[src/rtl/que_rd_unpack_if.sv]
// Bundle of the queue-side and beat-stream-side signals of the read unpacker.
// master: the unpacker itself. slave: the environment (queue + downstream).
interface que_rd_unpack_if #(
  parameter int WD  = 32,
  parameter int OWD = 8
);
  logic [WD-1:0]  q_data;
  logic           q_empty;
  logic           q_pop;
  logic           flush;
  logic           m_valid;
  logic           m_ready;
  logic [OWD-1:0] m_data;
  logic           m_last;
  logic           busy;

  modport master (
    input  q_data, q_empty, flush, m_ready,
    output q_pop, m_valid, m_data, m_last, busy
  );

  modport slave (
    output q_data, q_empty, flush, m_ready,
    input  q_pop, m_valid, m_data, m_last, busy
  );
endinterface

[src/rtl/que_rd_unpack.sv]
// Read-side unpacker: pops WD-bit words from the async queue and emits them
// as RATIO beats of OWD bits on a valid/ready stream, one beat per cycle.
//
// Handshake: a beat moves when m_valid & m_ready on a rising clk edge.
// m_valid is held with m_data/m_last stable until that transfer happens;
// only flush (or reset) may withdraw a valid beat.
module que_rd_unpack #(
  parameter int WD        = 32,
  parameter int OWD       = 8,
  parameter int LSB_FIRST = 1
) (
  input  logic            clk,
  input  logic            rst_n,
  que_rd_unpack_if.master bus
);
  localparam int RATIO = WD / OWD;
  localparam int CW    = (RATIO > 1) ? $clog2(RATIO) : 1;
  localparam logic [CW-1:0] LAST_BEAT = CW'(RATIO - 1);

  logic [WD-1:0] hold_q, hold_d;
  logic          hold_v_q, hold_v_d;
  logic [CW-1:0] beat_q, beat_d;

  logic          xfer;
  logic          take;
  logic          pop;
  logic [CW-1:0] sel;
  logic [WD-1:0] shifted;

  // Handshake terms; pop is gated by rst_n so nothing is requested while in reset.
  always_comb begin
    xfer = hold_v_q & bus.m_ready;
    take = xfer & (beat_q == LAST_BEAT);
    pop  = rst_n & ~bus.q_empty & ~bus.flush & (~hold_v_q | take);
  end

  // Beat selection from the held word only; no path from q_data to m_data.
  always_comb begin
    sel     = (LSB_FIRST != 0) ? beat_q : (LAST_BEAT - beat_q);
    shifted = hold_q >> (32'(sel) * OWD);
  end

  assign bus.q_pop   = pop;
  assign bus.m_valid = hold_v_q;
  assign bus.m_data  = shifted[OWD-1:0];
  assign bus.m_last  = hold_v_q & (beat_q == LAST_BEAT);
  assign bus.busy    = hold_v_q;

  // Next state: flush wins, then a pop reloads, then a final beat empties,
  // otherwise a transfer advances the beat position.
  always_comb begin
    hold_d   = hold_q;
    hold_v_d = hold_v_q;
    beat_d   = beat_q;
    if (bus.flush) begin
      hold_v_d = 1'b0;
      beat_d   = '0;
    end else if (pop) begin
      hold_d   = bus.q_data;
      hold_v_d = 1'b1;
      beat_d   = '0;
    end else if (take) begin
      hold_v_d = 1'b0;
      beat_d   = '0;
    end else if (xfer) begin
      beat_d   = beat_q + CW'(1);
    end
  end

  // State registers; an asynchronous reset drops the held word and position at once.
  always_ff @(posedge clk or negedge rst_n) begin
    if (!rst_n) begin
      hold_q   <= '0;
      hold_v_q <= 1'b0;
      beat_q   <= '0;
    end else begin
      hold_q   <= hold_d;
      hold_v_q <= hold_v_d;
      beat_q   <= beat_d;
    end
  end

`ifndef SYNTHESIS
  a_no_pop_when_empty : assert property (@(posedge clk) disable iff (!rst_n)
    !(bus.q_pop && bus.q_empty));
  a_data_stable : assert property (@(posedge clk) disable iff (!rst_n)
    (bus.m_valid && !bus.m_ready && !bus.flush) |=> $stable(bus.m_data));
  a_beat_range : assert property (@(posedge clk) disable iff (!rst_n)
    beat_q <= LAST_BEAT);
`endif
endmodule

[src/flat_wrapper.sv]
// flat-port wrapper written by rule: the top's interface ports become plain ports
module que_rd_unpack_flat 
#(
  parameter int WD        = 32,
  parameter int OWD       = 8,
  parameter int LSB_FIRST = 1
)
  (clk, rst_n, bus_q_data, bus_q_empty, bus_flush, bus_m_ready, bus_q_pop, bus_m_valid, bus_m_data, bus_m_last, bus_busy);
  que_rd_unpack_if #(.WD(WD), .OWD(OWD)) bus_i ();
  input  logic clk;
  input  logic rst_n;
  input wire logic [$bits(bus_i.q_data)-1:0] bus_q_data;
  input wire logic [$bits(bus_i.q_empty)-1:0] bus_q_empty;
  input wire logic [$bits(bus_i.flush)-1:0] bus_flush;
  input wire logic [$bits(bus_i.m_ready)-1:0] bus_m_ready;
  output wire logic [$bits(bus_i.q_pop)-1:0] bus_q_pop;
  output wire logic [$bits(bus_i.m_valid)-1:0] bus_m_valid;
  output wire logic [$bits(bus_i.m_data)-1:0] bus_m_data;
  output wire logic [$bits(bus_i.m_last)-1:0] bus_m_last;
  output wire logic [$bits(bus_i.busy)-1:0] bus_busy;
  assign bus_i.q_data = bus_q_data;
  assign bus_i.q_empty = bus_q_empty;
  assign bus_i.flush = bus_flush;
  assign bus_i.m_ready = bus_m_ready;
  assign bus_q_pop = bus_i.q_pop;
  assign bus_m_valid = bus_i.m_valid;
  assign bus_m_data = bus_i.m_data;
  assign bus_m_last = bus_i.m_last;
  assign bus_busy = bus_i.busy;
  que_rd_unpack #(.WD(WD), .OWD(OWD), .LSB_FIRST(LSB_FIRST)) u_core (.clk(clk), .rst_n(rst_n), .bus(bus_i));
endmodule
[config.mk]
export PLATFORM = sky130hd
export DESIGN_NAME = que_rd_unpack_flat
export DESIGN_NICKNAME = d
export VERILOG_FILES = /design/src/rtl/que_rd_unpack_if.sv /design/src/rtl/que_rd_unpack.sv /design/src/flat_wrapper.sv
export SDC_FILE = /design/constraint.sdc
export NUM_CORES = 1
export LEC_CHECK = 0
export BUFFER_PORTS_ARGS = -buffer_cell sky130_fd_sc_hd__buf_4
export CORE_MARGIN = 10
export CORE_UTILIZATION = 50
export CTS_CLUSTER_DIAMETER = 200
export DETAILED_ROUTE_END_ITERATION = 10
export GPL_ROUTABILITY_DRIVEN = 0
export HOLD_SLACK_MARGIN = 0.06
export MAX_ROUTING_LAYER = met4
export PLACE_DENSITY = 0.78
export SYNTH_ARGS = -nofsm -noshare
export SYNTH_HDL_FRONTEND = slang
export SYNTH_SLANG_ARGS = --single-unit
[constraint.sdc]
create_clock -name clk -period 2.1 [get_ports clk]
set_input_delay 0.42 -clock clk [delete_from_list [all_inputs] [get_ports clk]]
set_output_delay 0.42 -clock clk [all_outputs]
set_load 0.005 [all_outputs]
# Yosys cells after proc, flatten, opt, wreduce, memory -nomap -nowiden
# Index checks and enable logic that the tools add are counted.
# word_totals
reg_bits	35
wordCells	26
# classes
shift	1
n_bitwise	10
muxes	7
n_eq_ne	1
n_reduce_logical	3
addsub	1
# ops
cell	count
>> shifter 32 x 5 -> 8 bit	1
2-to-1 mux 2 bit	4
bitwise AND 1 bit	6
nonzero test 4 bit	1
2-to-1 mux 1 bit	3
NOT 1 bit	3
nonzero test 3 bit	1
adder 2 x 1 -> 2 bit (second input constant)	1
== test 2 bit (second input constant)	1
AND reduction 2 bit	1
bitwise OR 1 bit	1

# Depth between registers and ports, before layout
# depth
depth_word	6
mapped_depth	5
ltp_nobuf	4

# Worst setup path after synthesis
# OpenSTA, ideal clock, no wires.
# synth_path
kind	flip-flop to flip-flop
start	reg u_core.beat_q[0]
end	reg u_core.hold_q[12]
n_path_buf	1
arrival_time_ns	1.749
stages_incl_launch_ff	6
path_slack_ns	0.226
period_less_slack_ns	1.874
cell_sequence	dfrtp_1 > ha_1 > nand2_2 > a2111oi_4 > buf_6 > mux2_4
# synth_via
elab_chain_cells	5
# synth_rtl
element	line	text
start, declared	que_rd_unpack.sv:22	logic [CW-1:0] beat_q, beat_d;
start signal, assigned	que_rd_unpack.sv:79	beat_q <= beat_d;
== test 2 bit	que_rd_unpack.sv:33	take = xfer & (beat_q == LAST_BEAT);
bitwise AND 1 bit	que_rd_unpack.sv:33	
bitwise OR 1 bit	que_rd_unpack.sv:34	pop = rst_n & ~bus.q_empty & ~bus.flush & (~hold_v_q | take);
bitwise AND 1 bit	que_rd_unpack.sv:34	
AND reduction 2 bit (no source line)	n/a	
end signal, assigned	que_rd_unpack.sv:77	hold_q <= hold_d;
end, declared	que_rd_unpack.sv:20	logic [WD-1:0] hold_q, hold_d;
# Every way passes these cells.
# A chain may end at the register's enable or synchronous reset.

# Final worst setup path
# layout_path
start	reg u_core.beat_q[0]
end	out bus_m_data[3]
# layout_via
elab_chain_cells	1
# layout_rtl
element	line	text
>> shifter 32 x 5 -> 8 bit	que_rd_unpack.sv:40	shifted = hold_q >> (32'(sel) * OWD);
end, declared	flat_wrapper.sv:18	output wire logic [$bits(bus_i.m_data)-1:0] bus_m_data;
# Every way passes these cells.

==> run summary <==
Yosys cell types -> 19
Largest net degree at the start of global routing -> 36
Fill count -> 251
Synthesis-stage register bit count -> 35
Leakage Power -> 0.986 nW
Detailed-placement wirelength estimate -> 2580 um
Peak Freq -> 500 MHz
Drt drc -> 0
Register area share after synthesis -> 53.2%
Area leader, netlist -> dfrtp_1
Async S/R FF share, synth -> 100%
Final Non-Filler Cells -> 192
Setup WS post-layout -> 0.0989 ns
Post-Place Setup Slack -> 0.213 ns
WL per Instance -> 17.7 um
Final setup fails -> 0
RSZ-0062 raised after global routing -> no
Data required, critical path -> 1.68 ns
Worst skew pair latency -> 0.32 ns
Worst min path class -> in2async
Largest cells by area after synthesis -> dfrtp_1, mux2_4, mux4_2, mux2_1, mux2_2
Ant diodes -> 0
Peak supply drop -> 0.000471 V
Core area -> 0.00310 mm2
Drt total wl -> 3400 um
Placement Cell Area -> 0.00205 mm2
Final hold vios -> 0
Root Buffer -> clkbuf_4
Most used DFF post-synth -> dfrtp_1
Avg Inst Size Synth -> 17.5 um2
Syn-to-layout area delta -> 28.0%
Bufs on Longest Clock Path -> 2
Minimum clock period after layout -> 2.00 ns
Sequential Area -> 876 um2
CP arrival -> 1.58 ns
Fin Setup TNS -> 0 ns
Vias in the first global route -> 1,199
Hold_ws -> 0.132 ns
Placed cells -> 185
Num CTS Buffers -> 5
Final Cell Area -> 0.00211 mm2
Die Ht -> 77.4 um
Worst Skew -> 0.00743 ns
Initial core utilization -> 53.1%
Initial antenna violation count -> 0
CTS tree -> done
RR Startpoint -> u_core.beat_q[0]
Period utilisation layout -> 95.3%
Ys Warns -> 0
PortBufs -> 48
Flop2flop setup slack -> 0.22 ns
Final nets -> 187
Width of the die -> 77.4 um
Detailed-route via count -> 985
Reg2Reg Depth -> 5
ANT nets after route -> 0
Setup crit start -> u_core.beat_q[0]
Multi-input gate area -> 721 um2
Crit Path Class -> reg2out
EDFF count, synth -> 0
Max transition margin -> 70.9%
GRT Util Overall -> 12.3%
Max_cap viols -> 0
GR Overflow Total -> 0
Max FO, Critical Path -> 10
DR vias/cell -> 5.13
Status -> complete, no violations
Top cell type's share of synthesized area -> 53.2%
Drt first pass iters -> 4
H-tree depth -> 2
Synthesized Nets -> 132
Sink Count -> 35
Cell Area, Synth -> 0.00165 mm2
Post-Synthesis Cells -> 94
DR iter-0 viols -> 24
Setup crit end kind -> primary output
Startpoint Class -> flip-flop
Tightest Pin Transition -> 0.437 ns
First-pass GRT wire length -> 5750 um
Rows -> 20
Power per standard cell area -> 776 mW/mm2
Clk pin slew, worst setup/hold paths -> 0.09 ns
Die area -> 0.00599 mm2
Slew Limit Fails -> 0
Layout cells sized above 1 -> 65.5%
R2r endpoint -> u_core.hold_q[9]
I/O pins -> 49
final cells by class:
cell class / instances / area share [%]
flip-flops and latches: 35 / 41.5
clock buffers: 6 / 1.96
inverters: 1 / 0.178
repair buffers: 54 / 19.6
multi-input cells: 52 / 34.2
well taps: 44 / 2.61
stage by stage:
stage | utilization [%] | total power [mW]
4_1_cts | 67.8 | 1.66
5_1_grt | 68.0 | 1.75
2_1_floorplan | - | 1.15
3_5_place_dp | 66.1 | 1.34
3_3_place_gp | 66.1 | 1.32
6_report | 68.0 | 1.64
power by group:
part           internal, mW  switching [mW]
Sequential            0.817          0.0769
Clock                 0.119           0.192
Combinational         0.310           0.122
Total                  1.25           0.391
logic make-up after synthesis:
family,share of synthesized area (%)
buffers and inverters,3.26
AOI/OAI and AO/OA,2.13
muxes,38.6
and+or+nand+nor,2.13
adders and majority gates,0.759
DFF,53.2
worst max-delay path by stage:
stage	endpoint	slack, ns
after detailed placement	bus_q_pop	0.21
after global placement	bus_q_pop	0.27
after global routing	bus_q_pop	0.01
after floorplan	u_core.hold_q[12]	0.23
final	bus_m_data[3]	0.1
after CTS	bus_q_pop	0.04
synth_stat cells (2+ instances only):
| cell type | count |
|---|---|
| mux2_2 | 6 |
| mux2_4 | 20 |
| nor3_1 | 2 |
| mux2_1 | 6 |
| mux2i_1 | 2 |
| dfrtp_1 | 35 |
| buf_6 | 3 |
| mux4_2 | 8 |
| nand2_1 | 2 |
state kept, by name (all words and copies together), names as in the netlist:
name	count
u_core.bus.busy	1
u_core.hold_q	32
u_core.beat_q	2
routing by layer:
metal / GRT usage, % / up-vias / routed length, um
li1: - / 452 / -
met1: 13.5 / 497 / 1400
met2: 20.4 / 29 / 1780
met3: 3.80 / 7 / 161
met4: 4.74 / 0 / 55
met5: - / - / 0
worst max-delay path: stages, from the launching register on:
cell	delay, ns
dfrtp_1	0.39
buf_6	0.19
mux4_2	0.53
buf_4	0.15
timing repair:
action                                 CTS  global route
setup endpoints to repair                1             3
resized for setup                        1             2
setup buffers                            1             0
hold buffers                             0             0
endpoints found under the hold margin    0             0
cloned                                   0             0
pin swaps                                0             1
cell usage in the layout (no fill, tap or decap), types with 2 or more instances in the layout:
cell type	instances
dfrtp_1	35
nand2_1	2
buf_6	2
mux2_4	20
mux2_2	6
mux2_1	6
mux2i_1	2
nor3_1	2
clkbuf_4	5
mux4_2	8
buf_4	52
No activity file was read; power rests on OpenSTA's default activity.
